===== src/rtl/foc_ctrl_pkg.sv =====
// rtl/foc_ctrl_pkg.sv - shared constants, saturation helper and PI FSM states for the FOC outer loops
package foc_ctrl_pkg;

  // Integrator width; wide enough for MAX_IQ << SHIFT plus one Ki*err step.
  localparam int INTEG_W = 40;

  typedef enum logic [2:0] {
    ST_IDLE,
    ST_ERR,
    ST_PMUL,
    ST_INTEG,
    ST_SUM,
    ST_OUT
  } pi_state_t;

  // Width-generic signed clamp: callers sign-extend into 64 bits and slice the result back.
  function automatic logic signed [63:0] sat_s(input logic signed [63:0] x,
                                               input logic signed [63:0] lo,
                                               input logic signed [63:0] hi);
    if (x > hi) return hi;
    else if (x < lo) return lo;
    else return x;
  endfunction

endpackage


===== src/rtl/speed_pi_ctrl_if.sv =====
// rtl/speed_pi_ctrl_if.sv - control-period strobe, angle, gains and speed/iq result bundle
// master: drives i_en, i_run, phi, speed_aim, Kp, Ki; receives o_en, speed, iq_aim
// slave : the speed loop itself
interface speed_pi_ctrl_if;
  logic               i_en;
  logic               i_run;
  logic [11:0]        phi;
  logic signed [15:0] speed_aim;
  logic [15:0]        Kp;
  logic [15:0]        Ki;
  logic               o_en;
  logic signed [15:0] speed;
  logic signed [15:0] iq_aim;

  modport master (
    output i_en, i_run, phi, speed_aim, Kp, Ki,
    input  o_en, speed, iq_aim
  );

  modport slave (
    input  i_en, i_run, phi, speed_aim, Kp, Ki,
    output o_en, speed, iq_aim
  );
endinterface


===== src/rtl/speed_pi_ctrl_angle_speed_est.sv =====
// rtl/speed_pi_ctrl_angle_speed_est.sv - wrapped angle differencing and per-window speed accumulation
// clk, rst  : clock, synchronous active-high reset
// i_en      : one pulse per control period; phi is sampled on it
// phi       : 12-bit mechanical angle, wraps at 4096
// speed_s   : summed angle change of the last closed window
// win_done  : one-cycle pulse after the edge that closed a window
module angle_speed_est
  import foc_ctrl_pkg::*;
#(
  parameter logic [15:0] SPEED_DIV = 16'd32
) (
  input  logic               clk,
  input  logic               rst,
  input  logic               i_en,
  input  logic [11:0]        phi,
  output logic signed [15:0] speed_s,
  output logic               win_done
);

  logic [11:0]        phi_prev;
  logic               phi_valid;
  logic signed [15:0] acc;
  logic [15:0]        cnt;

  logic [11:0]        diff;
  logic signed [63:0] sum_ext;
  logic signed [63:0] sum_sat;
  logic signed [15:0] acc_next;
  logic [15:0]        cnt_next;

  always_comb begin
    // Modulo-4096 difference read as signed 12-bit gives the shortest way round the circle.
    diff     = phi - phi_prev;
    sum_ext  = 64'(acc);
    if (phi_valid) sum_ext = 64'(acc) + $signed({{52{diff[11]}}, diff});
    sum_sat  = sat_s(sum_ext, -64'sd32767, 64'sd32767);
    acc_next = sum_sat[15:0];
    cnt_next = cnt + 16'd1;
  end

  always_ff @(posedge clk) begin
    if (rst) begin
      phi_prev  <= 12'd0;
      phi_valid <= 1'b0;
      acc       <= 16'sd0;
      cnt       <= 16'd0;
      speed_s   <= 16'sd0;
      win_done  <= 1'b0;
    end else begin
      win_done <= 1'b0;
      if (i_en) begin
        phi_prev  <= phi;
        phi_valid <= 1'b1;
        // The priming pulse counts toward the window even though it adds nothing.
        if (cnt_next == SPEED_DIV) begin
          speed_s  <= acc_next;
          acc      <= 16'sd0;
          cnt      <= 16'd0;
          win_done <= 1'b1;
        end else begin
          acc <= acc_next;
          cnt <= cnt_next;
        end
      end
    end
  end

endmodule


===== src/rtl/speed_pi_ctrl.sv =====
// rtl/speed_pi_ctrl.sv - outer speed PI loop producing the q-axis current target
// clk, rst : clock, synchronous active-high reset
// bus      : slave side of speed_pi_ctrl_if (i_en, i_run, phi, speed_aim, Kp, Ki in;
//            o_en, speed, iq_aim out)
module speed_pi_ctrl
  import foc_ctrl_pkg::*;
#(
  parameter logic [15:0] SPEED_DIV = 16'd32,
  parameter logic [4:0]  SHIFT     = 5'd12,
  parameter logic [15:0] MAX_IQ    = 16'd400
) (
  input  logic           clk,
  input  logic           rst,
  speed_pi_ctrl_if.slave bus
);

  logic signed [15:0] speed_s;
  logic               win_done;

  angle_speed_est #(.SPEED_DIV(SPEED_DIV)) u_est (
    .clk      (clk),
    .rst      (rst),
    .i_en     (bus.i_en),
    .phi      (bus.phi),
    .speed_s  (speed_s),
    .win_done (win_done)
  );

  pi_state_t                  state;
  logic signed [15:0]         spd;    // window result held for the whole computation
  logic signed [15:0]         err;
  logic signed [32:0]         p;
  logic signed [INTEG_W-1:0]  integ;

  logic signed [63:0] iq_lim, integ_lim;
  logic signed [63:0] err_full, err_sat;
  logic signed [15:0] err_w;
  logic signed [32:0] kp_x, err_x, p_w;
  logic signed [63:0] prod_i, integ_sum, integ_sat;
  logic signed [63:0] pi_sum, pi_shift, u_sat;
  logic signed [15:0] u_w;

  always_comb begin
    iq_lim    = $signed(64'(MAX_IQ));
    integ_lim = iq_lim <<< SHIFT;

    err_full  = 64'(bus.speed_aim) - 64'(spd);
    err_sat   = sat_s(err_full, -64'sd32768, 64'sd32767);
    err_w     = err_sat[15:0];

    kp_x      = $signed({17'd0, bus.Kp});
    err_x     = 33'(err);
    p_w       = kp_x * err_x;

    // Clamping the integrator to the output range keeps it from winding up.
    prod_i    = $signed({48'd0, bus.Ki}) * 64'(err);
    integ_sum = 64'(integ) + prod_i;
    integ_sat = sat_s(integ_sum, -integ_lim, integ_lim);

    pi_sum    = 64'(p) + 64'(integ);
    pi_shift  = pi_sum >>> SHIFT;
    u_sat     = sat_s(pi_shift, -iq_lim, iq_lim);
    u_w       = bus.i_run ? u_sat[15:0] : 16'sd0;
  end

  always_ff @(posedge clk) begin
    if (rst) begin
      state      <= ST_IDLE;
      spd        <= 16'sd0;
      err        <= 16'sd0;
      p          <= 33'sd0;
      integ      <= '0;
      bus.o_en   <= 1'b0;
      bus.speed  <= 16'sd0;
      bus.iq_aim <= 16'sd0;
    end else begin
      bus.o_en <= 1'b0;
      case (state)
        ST_IDLE: begin
          if (win_done) begin
            spd   <= speed_s;
            state <= ST_ERR;
          end
        end
        ST_ERR: begin
          err   <= err_w;
          state <= ST_PMUL;
        end
        ST_PMUL: begin
          p     <= p_w;
          state <= ST_INTEG;
        end
        ST_INTEG: begin
          integ <= integ_sat[INTEG_W-1:0];
          state <= ST_SUM;
        end
        ST_SUM: begin
          // Results are registered here so they are visible, with o_en, during OUT.
          bus.speed  <= spd;
          bus.iq_aim <= u_w;
          bus.o_en   <= 1'b1;
          state      <= ST_OUT;
        end
        ST_OUT: state <= ST_IDLE;
        default: state <= ST_IDLE;
      endcase
      // Loop disabled: output parked at zero and the integrator restarts clean.
      if (!bus.i_run) begin
        integ      <= '0;
        bus.iq_aim <= 16'sd0;
      end
    end
  end

endmodule

===== src/flat_wrapper.sv =====
// flat-port wrapper written by rule: the top's interface ports become plain ports
module speed_pi_ctrl_flat import foc_ctrl_pkg::*;
#(
  parameter logic [15:0] SPEED_DIV = 16'd32,
  parameter logic [4:0]  SHIFT     = 5'd12,
  parameter logic [15:0] MAX_IQ    = 16'd400
)
  (clk, rst, bus_i_en, bus_i_run, bus_phi, bus_speed_aim, bus_Kp, bus_Ki, bus_o_en, bus_speed, bus_iq_aim);
  speed_pi_ctrl_if bus_i ();
  input  logic clk;
  input  logic rst;
  input wire logic [$bits(bus_i.i_en)-1:0] bus_i_en;
  input wire logic [$bits(bus_i.i_run)-1:0] bus_i_run;
  input wire logic [$bits(bus_i.phi)-1:0] bus_phi;
  input wire logic [$bits(bus_i.speed_aim)-1:0] bus_speed_aim;
  input wire logic [$bits(bus_i.Kp)-1:0] bus_Kp;
  input wire logic [$bits(bus_i.Ki)-1:0] bus_Ki;
  output wire logic [$bits(bus_i.o_en)-1:0] bus_o_en;
  output wire logic [$bits(bus_i.speed)-1:0] bus_speed;
  output wire logic [$bits(bus_i.iq_aim)-1:0] bus_iq_aim;
  assign bus_i.i_en = bus_i_en;
  assign bus_i.i_run = bus_i_run;
  assign bus_i.phi = bus_phi;
  assign bus_i.speed_aim = bus_speed_aim;
  assign bus_i.Kp = bus_Kp;
  assign bus_i.Ki = bus_Ki;
  assign bus_o_en = bus_i.o_en;
  assign bus_speed = bus_i.speed;
  assign bus_iq_aim = bus_i.iq_aim;
  speed_pi_ctrl #(.SPEED_DIV(SPEED_DIV), .SHIFT(SHIFT), .MAX_IQ(MAX_IQ)) u_core (.clk(clk), .rst(rst), .bus(bus_i));
endmodule

===== config.mk =====
export PLATFORM = sky130hd
export DESIGN_NAME = speed_pi_ctrl_flat
export DESIGN_NICKNAME = d
export VERILOG_FILES = /design/src/rtl/foc_ctrl_pkg.sv /design/src/rtl/speed_pi_ctrl_if.sv /design/src/rtl/speed_pi_ctrl_angle_speed_est.sv /design/src/rtl/speed_pi_ctrl.sv /design/src/flat_wrapper.sv
export SDC_FILE = /design/constraint.sdc
export NUM_CORES = 2
export LEC_CHECK = 0
export ABC_CLOCK_PERIOD_IN_PS = 9800
export CORE_UTILIZATION = 55
export DETAILED_ROUTE_END_ITERATION = 6
export PLACE_DENSITY = 0.75
export SLEW_MARGIN = 5
export SYNTH_ARGS = -nofsm -noshare
export SYNTH_HDL_FRONTEND = slang
export SYNTH_HIERARCHICAL = 1
export SYNTH_SLANG_ARGS = --single-unit

===== constraint.sdc =====
create_clock -name clk -period 9.8 [get_ports clk]
set_input_delay 2.45 -clock clk [delete_from_list [all_inputs] [get_ports clk]]
set_output_delay 2.45 -clock clk [all_outputs]
set_load 0.01 [all_outputs]

==> flow_metrics.py <==
metrics = {
    "pwr": {
        "power_density_mw_per_mm2": 63.66,
        "p_leak_nw": 17.85,
        "p_total_mw": 2.293,
        "ir_drop_mv": 0.1182,
    },
    "critical_path": {
        "crit_path_end_kind": "flop",
        "crit_path_end": "u_core/integ[14]",
        "reg2reg_depth": 26,
        "crit_family": "adder cells",
        "r2r-start": "u_core/err[5]",
        "crit_type": "primary input to flop",
        "cp_num_buf_inv": 8,
        "cp.depth": 27,
        "rr_endpoint": "u_core/integ[14]",
        "cpPeakStageDelay_ps": 580,
        "critPathArrivalTime_ps": 9990,
        "cp.required_ps": 10240,
        "cpMaxStageDelayCell": "fa_1",
        "startpoint_type": "primary input",
        "reg2reg_slack_ps": 1800,
        "crit_start": "bus_Ki[3]",
        "crit_fanout": 15,
        "crit_path_frequent_cell": "fa_1",
    },
    "floorplanning": {
        "die-area_sq_mm": 0.05963,
        "fp.dieW_um": 244.2,
        "core_sq_mm": 0.05781,
        "die_h_um": 244.2,
        "rows": 88,
        "start_util_pct": 55.81,
        "ios": 97,
    },
    "run": {
        "cap_violations": 0,
    },
    "clocking": {
        "insertion_delay_ps": 540,
        "cts_buffers": 25,
        "cts_max_level": 1,
        "cts_sinks": 203,
        "clock_path_buffers": 3,
        "cts_tree": "built",
        "clk_transition_reported_paths_ps": 60,
        "root_buffer": "clkbuf_16",
    },
    "finish": {
        "nets": 4908,
        "final_area_sq_mm": 0.03602,
        "utilization_pct": 62.32,
        "area_growth_pct": 11.67,
        "fin_cells": 4857,
        "layout_common_cells": "inv_1 (637), nand2_1 (567), fa_1 (425)",
        "antennaDiodeCount": 0,
        "final_common_cell": "inv_1",
        "layout-drive-gt1-share_pct": 8.382,
    },
    "global_route": {
        "grt_usage_pct": 29.36,
        "grt_pass1_vias": 27106,
        "grt_pass1_wl_um": 142300,
        "use_met1_pct": 43.06,
        "grt_overflow": 0,
        "grt_max_degree": 80,
        "met3_usage_pct": 3.534,
        "grt-busiest-layer": "met2",
        "use_met2_pct": 46.85,
        "grt_antenna_before_repair": 2,
    },
    "sta": {
        "relSlewSlack_pct": 30.84,
        "setup_violations": 0,
        "fin_ws_ps": 250.2,
        "worst_slew_pin_slew_ps": 1011,
        "clock-skew-final_ps": 9.457,
        "fmax_mhz": 104.7,
        "post-route-min-period_ps": 9550,
        "hold_viol_final": 0,
        "drv_slew": 0,
        "fin_crit_sh_pct": 97.45,
    },
    "logic_synthesis": {
        "synth_fp_nets": 4758,
        "synth_ff_type": "dfxtp_1",
        "post_synth.cell_area_avg_sq_um": 8.223,
        "yosys_register_bits": 203,
        "synth_area_sq_mm": 0.03226,
        "synth-edff-count": 0,
        "synth-async-reset-ratio_pct": 0,
        "ys_types": 110,
        "yosysWarnings": 6,
        "ys_seq_area_share_pct": 12.60,
        "syn_inst": 3923,
    },
    "routing": {
        "drc": 0,
        "drt-pass1-iter-count": 5,
        "drt_wl_total_um": 85520,
        "drt-initial-drc-count": 2197,
        "vias": 27304,
        "routedWlPerCell_um": 17.61,
        "viasPerCell": 5.622,
        "drtAntennaViolNets": 0,
    },
    "place": {
        "place_ws_ps": -311.0,
        "place_area_sq_mm": 0.03495,
        "place_inst": 4808,
        "gp_congestion": 0.9433,
        "port_buffers": 96,
        "dp_hpwl_um": 69200,
    },
    "worst_hold_path": {
        "hold_class": "flop to flop",
    },
    "outcome": {
        "status": "completed",
    },
}
-- metal layers --
metal / up-vias / part of all wire, % / routed length, um
met5: - / 0.030 / 26
met4: 4 / 1.7 / 1489
met3: 102 / 6.6 / 5616
met2: 842 / 45 / 38560
met1: 13288 / 47 / 39830
li1: 13068 / - / -
-- cells in the mapped netlist, drive strengths merged, types with 52 or more instances --
library cell	number	share of area, %
inv	638	7.4
clkbuf	152	2.0
ha	346	13
a21oi	229	3.6
fa	425	26
dfxtp	203	13
and2	234	4.5
xnor2	60	1.6
nor2	205	2.5
nor3	52	0.86
o21ai	120	2.0
nand2	568	6.6
-- state kept, by name, indices dropped and copies added, names as in the netlist, 3 cells and up --
register	flops
u_core/bus.speed	16
u_core/u_est/speed_s	16
u_core/u_est/cnt	16
u_core/state	3
u_core/spd	16
u_core/bus.iq_aim	16
u_core/err	16
u_core/p	33
u_core/u_est/phi_prev	12
u_core/integ	40
u_core/u_est/acc	16
-- timing repair --
action / 4_1_cts / 5_1_grt
setup endpoints to repair: 0 / 37
hold buffers: 0 / 0
buffers inserted: 0 / 3
resized for setup: 0 / 35
-- per-stage QoR --
step,hold slack (ps),setup TNS [ps]
6_report,450.8,0
5_1_grt,465.1,-749.2
4_1_cts,450.6,0
3_5_place_dp,446.1,-7521
3_3_place_gp,441.9,-6063
2_1_floorplan,431.8,0
-- report_power, final --
part | total, mW | leakage [nW] | switching (mW) | internal [mW]
Sequential | 0.856 | 1.64 | 0.0150 | 0.841
Clock | 0.991 | 0.427 | 0.391 | 0.601
Combinational | 0.446 | 15.8 | 0.262 | 0.184
-- how the worst min path moves through the flow --
stage	startpoint	endpoint	slack [ps]	cells past startpoint
final	u_core/u_est/speed_s[9]	u_core/spd[9]	450	2
after detailed placement	u_core/bus.speed[11]	u_core/bus.speed[11]	450	2
after global routing	u_core/u_est/speed_s[7]	u_core/u_est/speed_s[7]	470	2
after CTS	u_core/u_est/speed_s[9]	u_core/spd[9]	450	2
after floorplan	u_core/p[24]	u_core/p[24]	430	2
after global placement	u_core/u_est/speed_s[8]	u_core/u_est/speed_s[8]	440	2
-- worst register-to-register path: stages (launching register included) --
cell and delay, ps:
dfxtp_1 850, buf_4 330, and2_1 180, fa_1 440, inv_1 100, fa_1 420
fa_1 530, inv_1 50, fa_1 460, fa_1 540, inv_1 70, fa_1 540
inv_1 40, ha_1 360, a21oi_2 210, o21ai_1 120, nor4_2 260, o211a_1 310
o211ai_1 170, a21o_1 220, a211oi_1 330, nand4_1 130, or4_4 560, nor4_4 220
nor2_2 110, buf_12 170, o31ai_1 180
-- cell type report --
| cell class | count | area, sq um |
|---|---|---|
| well taps | 765 | 957.2 |
| fillers | 4957 | 21780 |
| multi-input cells | 2912 | 25230 |
| clock inverters | 15 | 198.9 |
| flip-flops and latches | 203 | 4064 |
| clock buffers | 31 | 678.2 |
| inverters | 638 | 2395 |
| repair buffers | 293 | 2502 |
-- cells by family after synthesis --
| kind of cell | after synthesis | synth area share (%) |
|---|---|---|
| AO/OA/AOI/OAI | 690 | 14.21 |
| XOR/XNOR | 104 | 2.824 |
| adder cells (fa/ha/maj) | 773 | 39.86 |
| buffers and inverters | 808 | 9.762 |
| flip-flops | 203 | 12.60 |
| multiplexers | 21 | 0.6671 |
| AND/OR/NAND/NOR | 1324 | 20.08 |
No activity file was read; power rests on OpenSTA's default activity.
